`src/rtl/rnd_stc_vec.sv`:
```
// Vector mantissa rounder: LANES independent lanes, each truncating, rounding half-up,
// rounding nearest-even or stochastically rounding with a per-lane LFSR, behind one register stage.
module rnd_stc_vec #(
  parameter int LANES   = 4,
  parameter int WIDTH_I = 24,
  parameter int WIDTH_O = 4,
  parameter int NOISE_W = 6,
  parameter int SAT     = 1
) (
  input  logic                       i_clk,
  input  logic                       i_rst,
  input  logic                       i_valid,
  output logic                       o_ready,
  input  logic [LANES*WIDTH_I-1:0]   i_num,
  input  logic [1:0]                 i_mode,
  input  logic                       i_seed_vld,
  input  logic [NOISE_W-1:0]         i_seed,
  output logic                       o_valid,
  input  logic                       i_ready,
  output logic [LANES*WIDTH_O-1:0]   o_man,
  output logic [LANES-1:0]           o_ofl
);

  localparam int KW = WIDTH_O + NOISE_W;
  localparam int SW = KW + 1;
  localparam logic [NOISE_W-1:0] ONE     = NOISE_W'(1);
  localparam logic [NOISE_W-1:0] HALF    = {1'b1, {(NOISE_W-1){1'b0}}};
  localparam logic [NOISE_W-1:0] HALF_M1 = {1'b0, {(NOISE_W-1){1'b1}}};

  if (!(NOISE_W == 4 || NOISE_W == 6 || NOISE_W == 8) || LANES < 1 || WIDTH_O < 1) begin : g_bad_params
    $error("rnd_stc_vec: illegal parameters (NOISE_W must be 4/6/8, LANES>=1, WIDTH_O>=1)");
  end

  // Handshake: a beat is accepted on i_valid & o_ready; the output beat is consumed on
  // o_valid & i_ready. o_ready is high whenever the output register is empty or draining.
  logic                     valid_q;
  logic [LANES*WIDTH_O-1:0] man_q;
  logic [LANES-1:0]         ofl_q;
  logic [LANES*WIDTH_O-1:0] man_d;
  logic [LANES-1:0]         ofl_d;
  logic                     accept;
  logic [NOISE_W-1:0]       seed_base;

  assign o_ready   = !valid_q | i_ready;
  assign accept    = i_valid & o_ready;
  assign seed_base = (i_seed == '0) ? ONE : i_seed;

  for (genvar l = 0; l < LANES; l++) begin : g_lane
    localparam int ROT = l % NOISE_W;
    localparam logic [NOISE_W-1:0] RST_SEED = ONE << ROT;

    logic [KW-1:0]      kept;
    logic [NOISE_W-1:0] lfsr_q;
    logic [NOISE_W-1:0] lfsr_d;
    logic [NOISE_W-1:0] seed_rot;
    logic [NOISE_W-1:0] addend;
    logic [SW-1:0]      sum;
    logic [WIDTH_O-1:0] res;
    logic               fb;

    if (WIDTH_I >= KW) begin : g_trim
      assign kept = i_num[l*WIDTH_I + (WIDTH_I-KW) +: KW];
      if (WIDTH_I > KW) begin : g_drop
        logic lane_unused;
        assign lane_unused = ^i_num[l*WIDTH_I +: (WIDTH_I-KW)];
      end
    end else begin : g_pad
      assign kept = {i_num[l*WIDTH_I +: WIDTH_I], {(KW-WIDTH_I){1'b0}}};
    end

    if (ROT == 0) begin : g_rot0
      assign seed_rot = seed_base;
    end else begin : g_rotn
      assign seed_rot = {seed_base[NOISE_W-1-ROT:0], seed_base[NOISE_W-1 -: ROT]};
    end

    if (NOISE_W == 8) begin : g_fb8
      assign fb = lfsr_q[7] ^ lfsr_q[5] ^ lfsr_q[4] ^ lfsr_q[3];
    end else if (NOISE_W == 6) begin : g_fb6
      assign fb = lfsr_q[5] ^ lfsr_q[4];
    end else begin : g_fb4
      assign fb = lfsr_q[3] ^ lfsr_q[2];
    end

    always_comb begin
      addend = '0;
      case (i_mode)
        2'b00: addend = '0;
        2'b01: addend = HALF;
        2'b10: addend = lfsr_q;
        2'b11: addend = HALF_M1 + {{(NOISE_W-1){1'b0}}, kept[NOISE_W]};
        default: addend = '0;
      endcase
    end

    assign sum = {1'b0, kept} + SW'(addend);
    assign res = sum[KW-1 -: WIDTH_O];

    assign ofl_d[l] = sum[SW-1];
    assign man_d[l*WIDTH_O +: WIDTH_O] = ((SAT != 0) && sum[SW-1]) ? {WIDTH_O{1'b1}} : res;

    // A seed load wins over the per-beat advance; the beat itself uses the old state.
    always_comb begin
      lfsr_d = lfsr_q;
      if (i_seed_vld) begin
        lfsr_d = seed_rot;
      end else if (accept) begin
        lfsr_d = {lfsr_q[NOISE_W-2:0], fb};
      end
    end

    always_ff @(posedge i_clk or posedge i_rst) begin
      if (i_rst) begin
        lfsr_q <= RST_SEED;
      end else begin
        lfsr_q <= lfsr_d;
      end
    end
  end

  always_ff @(posedge i_clk or posedge i_rst) begin
    if (i_rst) begin
      valid_q <= 1'b0;
      man_q   <= '0;
      ofl_q   <= '0;
    end else if (accept) begin
      valid_q <= 1'b1;
      man_q   <= man_d;
      ofl_q   <= ofl_d;
    end else if (i_ready) begin
      valid_q <= 1'b0;
    end
  end

  assign o_valid = valid_q;
  assign o_man   = man_q;
  assign o_ofl   = ofl_q;

endmodule

```
`config.mk`:
```
export PLATFORM = sky130hd
export DESIGN_NAME = rnd_stc_vec
export DESIGN_NICKNAME = d
export VERILOG_FILES = /design/src/rtl/rnd_stc_vec.sv
export SDC_FILE = /design/constraint.sdc
export NUM_CORES = 1
export LEC_CHECK = 0
export CORE_UTILIZATION = 43
export CTS_CLUSTER_SIZE = 16
export DETAILED_ROUTE_END_ITERATION = 10
export DONT_BUFFER_PORTS = 1
export PLACE_DENSITY = 0.59
export SLEW_MARGIN = 20
export SYNTH_ARGS = -nofsm -noshare
export SYNTH_HDL_FRONTEND = slang
export SYNTH_SLANG_ARGS = --single-unit
```
`constraint.sdc`:
```
create_clock -name i_clk -period 2.2 [get_ports i_clk]
set_input_delay 0.22 -clock i_clk [delete_from_list [all_inputs] [get_ports i_clk]]
set_output_delay 0.22 -clock i_clk [all_outputs]
set_load 0.02 [all_outputs]
```
==> metrics.cfg, run 1 <==
[outcome]
status=finished, violations left
failed_checks=design-rule violations

[setup_path]
path_cells=o21a_1 > ha_1 > o211a_1 > a2111oi_2 > o21ai_2 > and3_1 > o31ai_2
end_kind=register
worst-path-buf-inv=0
critPathMaxFanout=8
rr_endpoint=o_man[8]
cp-start-kind=register
cp.depth=7
cpPeakStageDelay_ps=410
r2r_start=g_lane[2].lfsr_q[1]
cp_slowest_cell=dfrtp_1
ff2ff_path_depth=7
reg2reg_setup_slack_ps=130
crit_arrival_ps=2280
critical-path-top-delay-family=compound AO/OA/AOI/OAI gates
required_ps=2410
path_class=reg2reg

[clock_network]
cts_tree=yes
clock_sinks=45
cts-htree-levels=2
root_buffer=clkbuf_8
clk_pin_slew_ps=80
cts_buffers=5
clock_latency_ps=290
cts_buffer_depth=2

[timing]
fin_crit_ps=2070
timing.fmax_mhz=482
hold_ws_ps=29.1
drv_slew=0
relSlewSlack_pct=66.1
worst_slew_pin_slew_ps=508
report.final.setup_viol=0
min_period_over_period_pct=94.2
rsz0062_at_grt=false
finalHoldViolCount=0
skew_ps=3.54
tns_ps=0

[final_layout]
multiInputGateArea_um2=1690
utilization_pct=48.4
design_area_um2=3130
finalNonFillerCells=413
fillerInstances=648
syn2layout_area_growth_pct=7.35
layout-drive-gt1-share_pct=8.93
diodes=0
seqCellArea_um2=1130
fin_nets=464

[placed_design]
io_buffers=0
routabilityCongestion=0.772
place_area_um2=3010
dp_hpwl_um=5020
dp.cells=403

[yosys]
avgSynthCellArea_um2=8.64
synth-edff-count=0
syn_area_um2=2910
synth_area_leaders=dfrtp_1, ha_1, nand2_1
yosys.area.top_type=dfrtp_1
synthArstFlopShare_pct=100
ys_types=49
ys_warn_count=0
syn_nets=466
netlist.area_leader.share_pct=35.2
yosysSeqAreaShare_pct=38.8
synth_ff_type=dfrtp_1
postSynthCellCount=337
yosys_register_bits=45

[grt]
first_global_vias=2337
grt_pass1_wl_um=11500
grt_use_total_pct=20.2
globalRouteOverflowTotal=0
antenna_found_initial=0
grt_max_degree=34

[route]
drt_iter0_markers=134
dr_wl_met2_um=2950
m1WireLength_um=3350
via_per_inst=5.93
top_layer=met4
drt_first_pass_iters=7
dr_wl_met3_um=369
via_count=2451
routed_wl_um=6690
drc_errors=6
ant_nets=0
detail_route.wl_per_cell_um=16.2

[die]
die_area_um2=7110
fp.dieW_um=84.3
io_pins=131
rows=29
die_h_um=84.3
start_util_pct=45.1
core_area_um2=6460

[min_path]
holdCritPathClass=in2reg
hold-path-endpoint=g_lane[2].lfsr_q[0]
hold_depth=1
worstHoldStart=i_seed_vld

[power]
p_seq_share_pct=53.3
p_per_area_nw_per_um2=645
p_int_mw=1.38
p_clk_share_pct=25.8
ir_worst_vdd_mv=0.327
p_comb_share_pct=20.9
swShare_pct=31.6
switchingPower_mw=0.638
p_leak_nw=1.38

[flow_run]
drv_cap=0

through the flow:
stage	power, mW	worst slack, ps
4_1_cts	2.05	105
3_3_place_gp	1.50	117
5_1_grt	2.15	17.3
6_report	2.02	127
2_1_floorplan	1.42	2.94
3_5_place_dp	1.51	128
how the worst max path moves through the flow:
| stage | endpoint | start | slack, ps |
|---|---|---|---|
| 5_1_grt | o_man[9] | g_lane[2].lfsr_q[1] | 20 |
| 6_report | o_man[8] | g_lane[2].lfsr_q[1] | 130 |
| 3_5_place_dp | o_man[8] | g_lane[2].lfsr_q[1] | 130 |
| 2_1_floorplan | o_man[13] | i_mode[0] | 3 |
| 3_3_place_gp | o_man[8] | g_lane[2].lfsr_q[1] | 120 |
| 4_1_cts | o_man[8] | g_lane[2].lfsr_q[1] | 110 |
sequential cells by signal, summed over array words and instances (netlist names):
signal / count
g_lane.lfsr_q: 24
o_man: 16
o_ofl: 4
o_valid: 1
power by group through the flow:
stage / Clock, mW / Sequential [mW] / Combinational [mW]
2_1_floorplan: 0 / 1.07 / 0.350
3_3_place_gp: 0 / 1.09 / 0.411
3_5_place_dp: 0 / 1.09 / 0.421
4_1_cts: 0.552 / 1.07 / 0.426
5_1_grt: 0.577 / 1.09 / 0.489
6_report: 0.520 / 1.07 / 0.422
cell usage in the layout, fill, tap and decap left out, types with 5 or more instances in the layout:
master / synthesis / routed
ha_1: 20 / 20
dfrtp_1: 41 / 41
nor2_1: 29 / 29
nand2_1: 55 / 54
and3_1: 5 / 5
o211ai_1: 9 / 9
nor3_1: 7 / 7
a31oi_1: 25 / 25
a21boi_0: 8 / 8
buf_4: 0 / 8
o21a_1: 9 / 9
o21ai_0: 13 / 13
nand2b_1: 11 / 11
a21oi_1: 19 / 18
clkbuf_8: 0 / 6
layout make-up:
class | count | area share, %
Multi-Input combinational cell | 266 | 53.9
Sequential cell | 45 | 36.2
Timing Repair Buffer | 11 | 3.20
Tap cell | 77 | 3.08
Clock buffer | 8 | 2.88
Inverter | 6 | 0.720
cell usage after synthesis (all sizes together), types with 3 or more instances:
cell    number
nand2       55
dfrtp       41
nor2        29
a31oi       25
ha          20
a21oi       19
clkbuf      16
o21ai       16
nand2b      11
a21boi       9
o211ai       9
o21a         9
nor3         7
and3         5
inv          5
o31ai        5
buf          4
dfstp        4
nand3        4
o211a        4
xnor2        4
a21o         3
a22o         3
and2         3
o2111a       3
per-layer routing:
layer	vias up	track usage, %
li1	1229	-
met1	1166	28.3
met2	54	31.7
met3	2	4.52
met4	0	4.86
met5	-	0
repair_timing:
item,4_1_cts,5_1_grt
setup buffers,0,0
setup endpoints to repair,0,2
gates resized for setup,0,1
hold buffers,2,0
endpoints found under the hold margin,18,0
cells by family after synthesis:
kind of cell / Yosys count / synth area share (%)
xor gates and xnor gates: 4 / 1.20
and+or+nand+nor: 125 / 19.5
buffers and inverters: 26 / 3.48
DFF: 45 / 38.8
AOI/OAI and AO/OA: 117 / 28.4
adders and majority gates: 20 / 8.59
No activity file was read; power rests on OpenSTA's default activity.
==> run 2, diff against run 1 <==
--- a/config.mk
+++ b/config.mk
@@ -9,7 +9,9 @@
 export CTS_CLUSTER_SIZE = 16
 export DETAILED_ROUTE_END_ITERATION = 10
 export DONT_BUFFER_PORTS = 1
+export GPL_ROUTABILITY_DRIVEN = 1
 export PLACE_DENSITY = 0.59
+export REMOVE_ABC_BUFFERS = 1
 export SLEW_MARGIN = 20
 export SYNTH_ARGS = -nofsm -noshare
 export SYNTH_HDL_FRONTEND = slang
==> run 2 against run 1 <==
The flow still finishes with violations (design-rule violations). Via count up 0.12%. Cell area is 0.24% higher. Highest routed layer unchanged. Critical path type unchanged. Cell count up 0.24%. Sequential power is essentially flat. Register-to-register slack hardly changed. Largest cell class unchanged. Wire length up 0.43%. Utilization increased by 0.12 points.
==> metrics.cfg, run 2 (synthesis gave the netlist of run 1 again) <==
[outcome]
status=finished, violations left
failed_checks=design-rule violations

[clock_network]
cts-htree-levels=2
clock_sinks=45
cts_buffer_depth=2
cts_buffers=5
root_buffer=clkbuf_8
cts_tree=yes
clock_latency_ps=300
clk_pin_slew_ps=80

[timing]
min_period_over_period_pct=94.8
tns_ps=0
drv_slew=0
timing.fmax_mhz=480
report.final.setup_viol=0
skew_ps=10.1
relSlewSlack_pct=66.4
worst_slew_pin_slew_ps=504
rsz0062_at_grt=false
fin_crit_ps=2080
finalHoldViolCount=0
setup_slack_ps=115

[route]
drt_first_pass_iters=7
detail_route.wl_per_cell_um=16.2
drt_iter0_markers=136
via_count=2454
via_per_inst=5.93
routed_wl_um=6710
drc_errors=8
ant_nets=0

[setup_path]
required_ps=2400
end_kind=register
rr_endpoint=o_man[8]
setup.worst_path.start=g_lane[2].lfsr_q[1]
path_class=reg2reg
critPathMaxFanout=8
cp_slowest_cell=dfrtp_1
crit_arrival_ps=2290
cp-start-kind=register
r2r_start=g_lane[2].lfsr_q[1]
reg2reg_setup_slack_ps=120
path_cells=o21a_1 > ha_1 > o211a_1 > a2111oi_2 > o21ai_2 > and3_1 > o31ai_2
ff2ff_path_depth=7
cpPeakStageDelay_ps=410
crit_end=o_man[8]

[grt]
antenna_found_initial=0
first_global_vias=2281
grt_pass1_wl_um=11100
globalRouteOverflowTotal=0
grt_max_degree=39
grt_use_total_pct=19.5

[die]
start_util_pct=45.1
io_pins=131
die_area_um2=7110
fp.dieW_um=84.3
die_h_um=84.3
rows=29
core_area_um2=6460

[final_layout]
largest_register_ffs=24
utilization_pct=48.5
layout_commonest_cell=nand2_1
layout-drive-gt1-share_pct=9.20
diodes=0
final_cell_mix=nand2_1, dfrtp_1, nor2_1
fin_nets=465
top_register=g_lane.lfsr_q
syn2layout_area_growth_pct=7.60

[placed_design]
io_buffers=0
dp_hpwl_um=4850
routabilityCongestion=0.750
pre_cts_ws_ps=130

[power]
p_seq_share_pct=52.7
swShare_pct=32.2
p_clk_share_pct=26.5
switchingPower_mw=0.656
p_per_area_nw_per_um2=650
p_comb_share_pct=20.8
p_leak_nw=1.39
p_int_mw=1.38
ir_worst_vdd_mv=0.288

[min_path]
holdCritPathClass=in2reg

[flow_run]
drv_cap=0

-- run 2: power groups by stage --
stage	logic (mW)	clock network, mW	registers [mW]
final	0.423	0.541	1.07
after global routing	0.492	0.587	1.09
after CTS	0.428	0.561	1.07
after detailed placement	0.421	0	1.09
after global placement	0.412	0	1.09
after floorplan	0.328	0	1.07
-- run 2: worst min-delay path by stage --
stage | from | slack [ps] | to | cells after the start
global route | i_seed_vld | 20 | g_lane[2].lfsr_q[0] | 1
CTS | i_seed_vld | 20 | g_lane[1].lfsr_q[0] | 1
detailed placement | i_rst | 20 | o_ofl[0] | 1
global placement | i_rst | 20 | o_ofl[0] | 1
finish | i_seed_vld | 30 | g_lane[3].lfsr_q[0] | 1
floorplan | i_seed_vld | 290 | g_lane[0].lfsr_q[0] | 1
-- run 2: timing repair --
action                                  CTS  global route
endpoints found under the setup margin    0             2
endpoints found under the hold margin     8             0
gates resized for setup                   0             1
hold buffers                              2             0
buffers inserted                          0             0
-- run 2: layout make-up --
type | instances | area, um^2
fillers | 637 | 3320
multi-input cells | 266 | 1690
flip-flops and latches | 45 | 1130
repair buffers | 12 | 108
well taps | 77 | 96.3
clock buffers | 8 | 90.1
inverters | 6 | 22.5
-- run 2: through the flow --
step	hold WS, ps	total power [mW]	area [um^2]	instances
4_1_cts	22.1	2.06	3130	414
3_3_place_gp	15.1	1.50	3020	404
3_5_place_dp	15.3	1.51	3020	404
2_1_floorplan	295	1.40	2830	317
6_report	27.6	2.04	3130	414
5_1_grt	20.2	2.17	3130	414
-- run 2: per-layer routing --
metal / vias to the layer above / part of all wire [%] / track usage [%] / routed length [um]
li1: 1240 / - / - / -
met1: 1141 / 49 / 29.2 / 3300
met2: 69 / 44 / 28.5 / 2930
met3: 4 / 6.6 / 4.03 / 441
met4: 0 / 0.57 / 5.33 / 38
met5: - / 0 / 0 / 0
-- run 2: worst max-delay path: cells and delay by family, from the launching register on --
family / cells / cell delay (ps)
fa+ha+maj: 1 / 260
flops: 1 / 410
compound gates: 5 / 1130
simple gates: 1 / 200
